===== src/rtl/lag_tracker.sv =====
// lag_tracker: supervises the microphone-array sub-system, clamps and
// moving-average filters each reported lag, and maps the filtered lag to a
// horizontal pixel coordinate for the camera overlay.
// Optional feature macro: LAG_TRACKER_MEDIAN3_EN. When it is defined, a 3-tap
// median of the last three clamped captures feeds the averaging window
// instead of the raw clamped capture.
module lag_tracker #(
  parameter int LAGNUM   = 16,
  parameter int AVG_LOG2 = 2,
  parameter int X_CENTER = 320,
  parameter int X_STEP   = 20,
  parameter int X_MAX    = 639,
  parameter int TIMEOUT  = 6000000
) (
  input  logic              clk_60MHz,
  input  logic              rst_n,
  input  logic              run,
  input  logic              subsys_done,
  input  logic signed [5:0] lag_diff,
  output logic              subsys_start,
  output logic signed [5:0] lag_avg,
  output logic [10:0]       pos_x,
  output logic              pos_valid,
  output logic              timeout_err
);

  localparam int D  = 1 << AVG_LOG2;
  localparam int SW = 6 + AVG_LOG2;                  // running sum width
  localparam int PW = (AVG_LOG2 > 0) ? AVG_LOG2 : 1; // write pointer width
  localparam int CW = AVG_LOG2 + 1;                  // fill count width
  localparam int TW = $clog2(TIMEOUT + 1);           // timeout timer width

  typedef enum logic [2:0] {
    IDLE   = 3'd0,
    START  = 3'd1,
    WAIT   = 3'd2,
    ACCUM  = 3'd3,
    OUTPUT = 3'd4
  } state_t;

  state_t                 state_r;
  state_t                 state_next;
  logic                   capture_s;
  logic                   time_hit_s;
  logic [TW-1:0]          timer_r;
  logic signed [5:0]      clamped_s;
  logic signed [5:0]      sample_next_s;
  logic signed [5:0]      sample_r;
  logic signed [5:0]      win_r [D];
  logic signed [SW-1:0]   sum_r;
  logic signed [SW-1:0]   old_ext_s;
  logic signed [SW-1:0]   new_ext_s;
  logic [PW-1:0]          wptr_r;
  logic [CW-1:0]          fill_r;
  logic signed [5:0]      avg_s;
  logic signed [31:0]     pos_s;
  logic [10:0]            pos_clamped_s;

  // Saturate a raw upstream lag to the legal range [-LAGNUM, +LAGNUM].
  function automatic logic signed [5:0] clamp_lag(input logic signed [5:0] v);
    logic signed [5:0] hi;
    logic signed [5:0] lo;
    hi = 6'(LAGNUM);
    lo = 6'(-LAGNUM);
    if (v > hi) begin
      clamp_lag = hi;
    end else if (v < lo) begin
      clamp_lag = lo;
    end else begin
      clamp_lag = v;
    end
  endfunction

`ifdef LAG_TRACKER_MEDIAN3_EN
  logic signed [5:0] hist1_r;
  logic signed [5:0] hist2_r;

  // Median of three signed values.
  function automatic logic signed [5:0] med3(input logic signed [5:0] a,
                                             input logic signed [5:0] b,
                                             input logic signed [5:0] c);
    if (((a >= b) && (a <= c)) || ((a <= b) && (a >= c))) begin
      med3 = a;
    end else if (((b >= a) && (b <= c)) || ((b <= a) && (b >= c))) begin
      med3 = b;
    end else begin
      med3 = c;
    end
  endfunction

  // Shift the capture history so the median always sees the last three captures.
  always_ff @(posedge clk_60MHz or negedge rst_n) begin
    if (!rst_n) begin
      hist1_r <= 6'sd0;
      hist2_r <= 6'sd0;
    end else if (capture_s) begin
      hist1_r <= clamped_s;
      hist2_r <= hist1_r;
    end
  end

  // Clamp the incoming lag and take the median with the two previous captures.
  always_comb begin
    clamped_s     = clamp_lag(lag_diff);
    sample_next_s = med3(clamped_s, hist1_r, hist2_r);
  end
`else
  // Clamp the incoming lag; the clamped value feeds the window directly.
  always_comb begin
    clamped_s     = clamp_lag(lag_diff);
    sample_next_s = clamped_s;
  end
`endif

  // FSM state register.
  always_ff @(posedge clk_60MHz or negedge rst_n) begin
    if (!rst_n) begin
      state_r <= IDLE;
    end else begin
      state_r <= state_next;
    end
  end

  // Next-state logic; done has priority over the timeout in WAIT.
  always_comb begin
    state_next = state_r;
    capture_s  = 1'b0;
    time_hit_s = 1'b0;
    case (state_r)
      IDLE: begin
        if (run) begin
          state_next = START;
        end else begin
          state_next = IDLE;
        end
      end
      START: begin
        state_next = WAIT;
      end
      WAIT: begin
        if (subsys_done) begin
          capture_s  = 1'b1;
          state_next = ACCUM;
        end else if (timer_r == TW'(TIMEOUT - 1)) begin
          time_hit_s = 1'b1;
          state_next = run ? START : IDLE;
        end else begin
          state_next = WAIT;
        end
      end
      ACCUM: begin
        state_next = OUTPUT;
      end
      OUTPUT: begin
        state_next = run ? START : IDLE;
      end
      default: begin
        state_next = IDLE;
      end
    endcase
  end

  // Timeout timer: cleared on each launch, counts while waiting for done.
  always_ff @(posedge clk_60MHz or negedge rst_n) begin
    if (!rst_n) begin
      timer_r <= {TW{1'b0}};
    end else if (state_r == START) begin
      timer_r <= {TW{1'b0}};
    end else if (state_r == WAIT) begin
      timer_r <= timer_r + TW'(1);
    end
  end

  // Latch the (clamped, optionally median-filtered) sample with done.
  always_ff @(posedge clk_60MHz or negedge rst_n) begin
    if (!rst_n) begin
      sample_r <= 6'sd0;
    end else if (capture_s) begin
      sample_r <= sample_next_s;
    end
  end

  // Sign-extend the evicted and incoming samples to the running-sum width.
  always_comb begin
    old_ext_s = SW'(win_r[wptr_r]);
    new_ext_s = SW'(sample_r);
  end

  // Moving-average window: replace the oldest entry and update the running sum.
  always_ff @(posedge clk_60MHz or negedge rst_n) begin
    if (!rst_n) begin
      for (int i = 0; i < D; i++) begin
        win_r[i] <= 6'sd0;
      end
      sum_r  <= {SW{1'b0}};
      wptr_r <= {PW{1'b0}};
      fill_r <= {CW{1'b0}};
    end else if (state_r == ACCUM) begin
      win_r[wptr_r] <= sample_r;
      sum_r         <= sum_r - old_ext_s + new_ext_s;
      if (wptr_r == PW'(D - 1)) begin
        wptr_r <= {PW{1'b0}};
      end else begin
        wptr_r <= wptr_r + PW'(1);
      end
      if (fill_r != CW'(D)) begin
        fill_r <= fill_r + CW'(1);
      end
    end
  end

  // Floor-divide the sum by the window depth and map it to a clamped pixel x.
  always_comb begin
    avg_s = 6'(sum_r >>> AVG_LOG2);
    pos_s = 32'(X_CENTER) + (32'(avg_s) * 32'(X_STEP));
    if (pos_s < 32'sd0) begin
      pos_clamped_s = 11'd0;
    end else if (pos_s > 32'(X_MAX)) begin
      pos_clamped_s = 11'(X_MAX);
    end else begin
      pos_clamped_s = pos_s[10:0];
    end
  end

  // Launch pulse is high for exactly the cycle the FSM spends in START.
  always_ff @(posedge clk_60MHz or negedge rst_n) begin
    if (!rst_n) begin
      subsys_start <= 1'b0;
    end else if (state_next == START) begin
      subsys_start <= 1'b1;
    end else begin
      subsys_start <= 1'b0;
    end
  end

  // Result registers: updated in OUTPUT, held otherwise; valid only once primed.
  always_ff @(posedge clk_60MHz or negedge rst_n) begin
    if (!rst_n) begin
      lag_avg   <= 6'sd0;
      pos_x     <= 11'(X_CENTER);
      pos_valid <= 1'b0;
    end else if (state_r == OUTPUT) begin
      lag_avg   <= avg_s;
      pos_x     <= pos_clamped_s;
      pos_valid <= (fill_r == CW'(D));
    end else begin
      pos_valid <= 1'b0;
    end
  end

  // Sticky timeout flag: set on a missed done, cleared by the next result.
  always_ff @(posedge clk_60MHz or negedge rst_n) begin
    if (!rst_n) begin
      timeout_err <= 1'b0;
    end else if (time_hit_s) begin
      timeout_err <= 1'b1;
    end else if (state_r == OUTPUT) begin
      timeout_err <= 1'b0;
    end
  end

endmodule


===== config.mk =====
export PLATFORM = sky130hd
export DESIGN_NAME = lag_tracker
export DESIGN_NICKNAME = d
export VERILOG_FILES = /design/src/rtl/lag_tracker.sv
export SDC_FILE = /design/constraint.sdc
export NUM_CORES = 1
export LEC_CHECK = 0
export ABC_AREA = 1
export CAP_MARGIN = 25
export CORE_ASPECT_RATIO = 0.5
export CORE_MARGIN = 8
export CORE_UTILIZATION = 51
export CTS_CLUSTER_DIAMETER = 50
export DETAILED_ROUTE_END_ITERATION = 7
export GPL_TIMING_DRIVEN = 0
export PLACE_DENSITY = 0.82
export SETUP_SLACK_MARGIN = 0.4
export SYNTH_ARGS = -nofsm -noshare
export SYNTH_HDL_FRONTEND = slang
export SYNTH_SLANG_ARGS = --single-unit

===== constraint.sdc =====
create_clock -name clk_60MHz -period 4.45 [get_ports clk_60MHz]
set_input_delay 1.335 -clock clk_60MHz [delete_from_list [all_inputs] [get_ports clk_60MHz]]
set_output_delay 1.335 -clock clk_60MHz [all_outputs]
set_load 0.03 [all_outputs]

==> results_dict.tcl <==
set metrics [dict create \
    synth.area.mux_share 0 \
    clock_latency_ns 0.35 \
    rsz0062_at_grt "no" \
    synth-simple-area-share 0.2649 \
    max_slew.worst_pin.slew_ns 0.4605 \
    die_width_um 157.5 \
    cts.sinks 88 \
    synth_cell_type_count 41 \
    route.detailed.wl_per_inst_um 13.79 \
    coreArea_um2 9603 \
    synthTopCellsByArea "dfrtp_1 (42%), nand2_1 (12%), inv_1 (6.8%)" \
    netlist_area_um2 5106 \
    regArea_um2 2205 \
    synth_nets 691 \
    path_max_fanout 5 \
    maxCapViolations 0 \
    antenna_cells 0 \
    start_util 0.5317 \
    p_leak_nw 2.918 \
    synth-seq-area-share 0.4318 \
    slew_headroom 0.6930 \
    nets 732 \
    peakVddDrop_mv 0.3157 \
    path_cells "ha_1, ha_1, fa_1, or2_2, and2_1, ha_1, nand3b_1, nand2_2, nand2_1, inv_1, nor2_1, nor2_1, nand2_1, ha_4, inv_1, or2_2, nand3_1, nand2_1" \
    synthArstFlopShare 1.000 \
    worstPathRequired_ns 4.68 \
    ys_ff_latch 88 \
    fin_worst_skew_ns 0.007848 \
    synth_fa_ha_area_frac 0.09753 \
    drt_iter0_drc 301 \
    critPathMaxStageDelay_ns 0.47 \
    grt_pass1_wl_um 19820 \
    min_period_over_period 0.8540 \
    crit_path_end_kind "flip-flop" \
    cp_num_buf_inv 2 \
    area_delta_synth_final_pct 16.27 \
    tns_ns 0 \
    synth_edf_count 0 \
    grt_pass1_vias 4361 \
    via_count 4329 \
    synth_top_area_frac 0.4215 \
    placed_area_um2 5590 \
    gp_congestion 0.9110 \
    die_h_um 86.76 \
    clk_transition_reported_paths_ns 0.06 \
    synthTopCellsByCount "nand2_1 (162), inv_1 (93), dfrtp_1 (86)" \
    synth_xor_area_frac 0.01201 \
    via_per_inst 5.235 \
    post_cts_buffers 0 \
    synth_top_family_by_area "simple AND/OR/NAND/NOR gates" \
    ctsLongestPathBuffers 2 \
    synth.avg_cell_area_um2 7.904 \
    cellPowerDensity_nw_per_um2 851.9 \
    fmax_ghz 0.2631 \
    status "finished, final reports clean" \
    hold_viol 0 \
    crit_type "reg2reg" \
    numCtsBuffers 9 \
    cts-root-buf "clkbuf_16" \
    cp.arrival_ns 4.03 \
    io_pins 30 \
    synth_compound_area_frac 0.1117 \
    wl_um 11410 \
    timing.final.ws_setup_ns 0.6496 \
    min-delay-path-class "reg2reg" \
    grt_max_degree 74 \
    synth_top_cell_by_area "dfrtp_1" \
    min_period_ns 3.800 \
    ys_warn_count 0 \
    die_area_um2 13660 \
    synth_most_common_cell "nand2_1" \
    cts_tree "done" \
    cts_resized 0 \
    fillers 807 \
    finish.utilization 0.6182 \
    drv_slew 0 \
    cp_top_family "simple AND/OR/NAND/NOR gates" \
    h-tree-depth 3 \
    drtPass1Iterations 5 \
    start_kind "flip-flop" \
    ant_nets 0 \
    drc 0 \
    drive_above_1_share 0.07370 \
    antenna_found_initial 0 \
    num_rows 25 \
    grt_remaining_overflow 0 \
    synth_flop_cell "dfrtp_1" \
    hpwlAfterDp_um 8333 \
    multi_input_area_um2 2500 \
    cp_slowest_cell "fa_1" \
    setup_viol 0 \
    ctsHoldBuffers 0 \
    synthCells 646 \
    numPortBuffers 29 \
    pre_cts_ws_ns 0.6743 \
    final_cell_area_um2 5937 \
    whs_ns 0.4658 \
    track_usage 0.1806 \
]
==> kinds of logic (layout without fill, tap and decap cells) <==
| group | after synthesis | in the layout |
|---|---|---|
| compound gates | 103 | 103 |
| flops | 88 | 88 |
| xor+xnor | 7 | 7 |
| fa+ha+maj | 35 | 35 |
| simple gates | 304 | 304 |
| buf+inv | 109 | 155 |
==> flip-flops by register name, indices dropped and copies added, names as in the netlist <==
register      flops
win_r            24
timer_r          23
pos_x            10
sum_r             8
lag_avg           6
sample_r          6
fill_r            3
state_r           3
wptr_r            2
pos_valid         1
subsys_start      1
timeout_err       1
==> tightest hold or removal path, stage by stage (launching register included) <==
cell and delay (ns):
dfstp_2 0.37, nand2_1 0.05, nand2_1 0.05
==> final timing paths <==
check | from | to | slack, ns | cells after the start
setup / recovery | sum_r[5]$_DFFE_PN0P_ | pos_x[5]$_DFFE_PN0P_ | 0.65 | 18
min in group asynchronous | rst_n | timer_r[17]$_DFFE_PN0P_ | 0.85 | 1
hold reg to reg | pos_x[8]$_DFFE_PN1P_ | pos_x[8]$_DFFE_PN1P_ | 0.47 | 2
hold / removal | pos_x[8]$_DFFE_PN1P_ | pos_x[8]$_DFFE_PN1P_ | 0.47 | 2
max in group asynchronous | rst_n | pos_x[8]$_DFFE_PN1P_ | 2.94 | 2
setup reg to reg | sum_r[5]$_DFFE_PN0P_ | pos_x[5]$_DFFE_PN0P_ | 0.65 | 18
==> metal layers <==
layer / share of wire / global-route usage / vias to the layer above
met1: 0.45 / 0.2240 / 2033
met4: 0.014 / 0.06690 / 0
met2: 0.48 / 0.3024 / 104
met3: 0.056 / 0.04318 / 15
met5: 0 / 0 / -
li1: - / - / 2177
==> report_power, final <==
group	internal, mW	switching [mW]
Combinational	1.17	1.81
Clock	0.499	0.335
Sequential	1.06	0.184
Total	2.73	2.33
==> layout make-up <==
cell class | count | share of cell area
clock buffers | 9 | 0.03793
repair buffers | 30 | 0.05311
multi-input cells | 449 | 0.4211
flip-flops and latches | 88 | 0.3713
well taps | 135 | 0.02845
plain buffers | 13 | 0.009905
inverters | 96 | 0.06070
clock inverters | 7 | 0.01749
==> layout by cell type, fill, tap and decap left out, types with 3 or more instances in the layout <==
cell / n
fa_1: 8
o21ai_0: 55
nand3_1: 46
nor2_2: 6
buf_4: 3
inv_1: 93
nor3_2: 3
ha_1: 26
o32ai_1: 3
nor2_1: 44
clkbuf_16: 9
nand3b_1: 3
clkbuf_1: 9
nand2_2: 5
nor3_1: 10
dfrtp_1: 86
xnor2_1: 3
xor2_1: 4
a21oi_1: 19
o22ai_1: 6
o21ai_1: 10
a31oi_1: 3
nand2_1: 161
clkdlybuf4s50_1: 28
or2_2: 4
nand4_1: 12
==> per-stage QoR <==
stage / std cells / power, mW
after floorplan: 646 / 3.398
after global placement: 810 / 3.968
after detailed placement: 811 / 4.100
after CTS: 827 / 4.987
after global routing: 827 / 5.550
final: 827 / 5.058
Power figures use the tool's default switching activity.
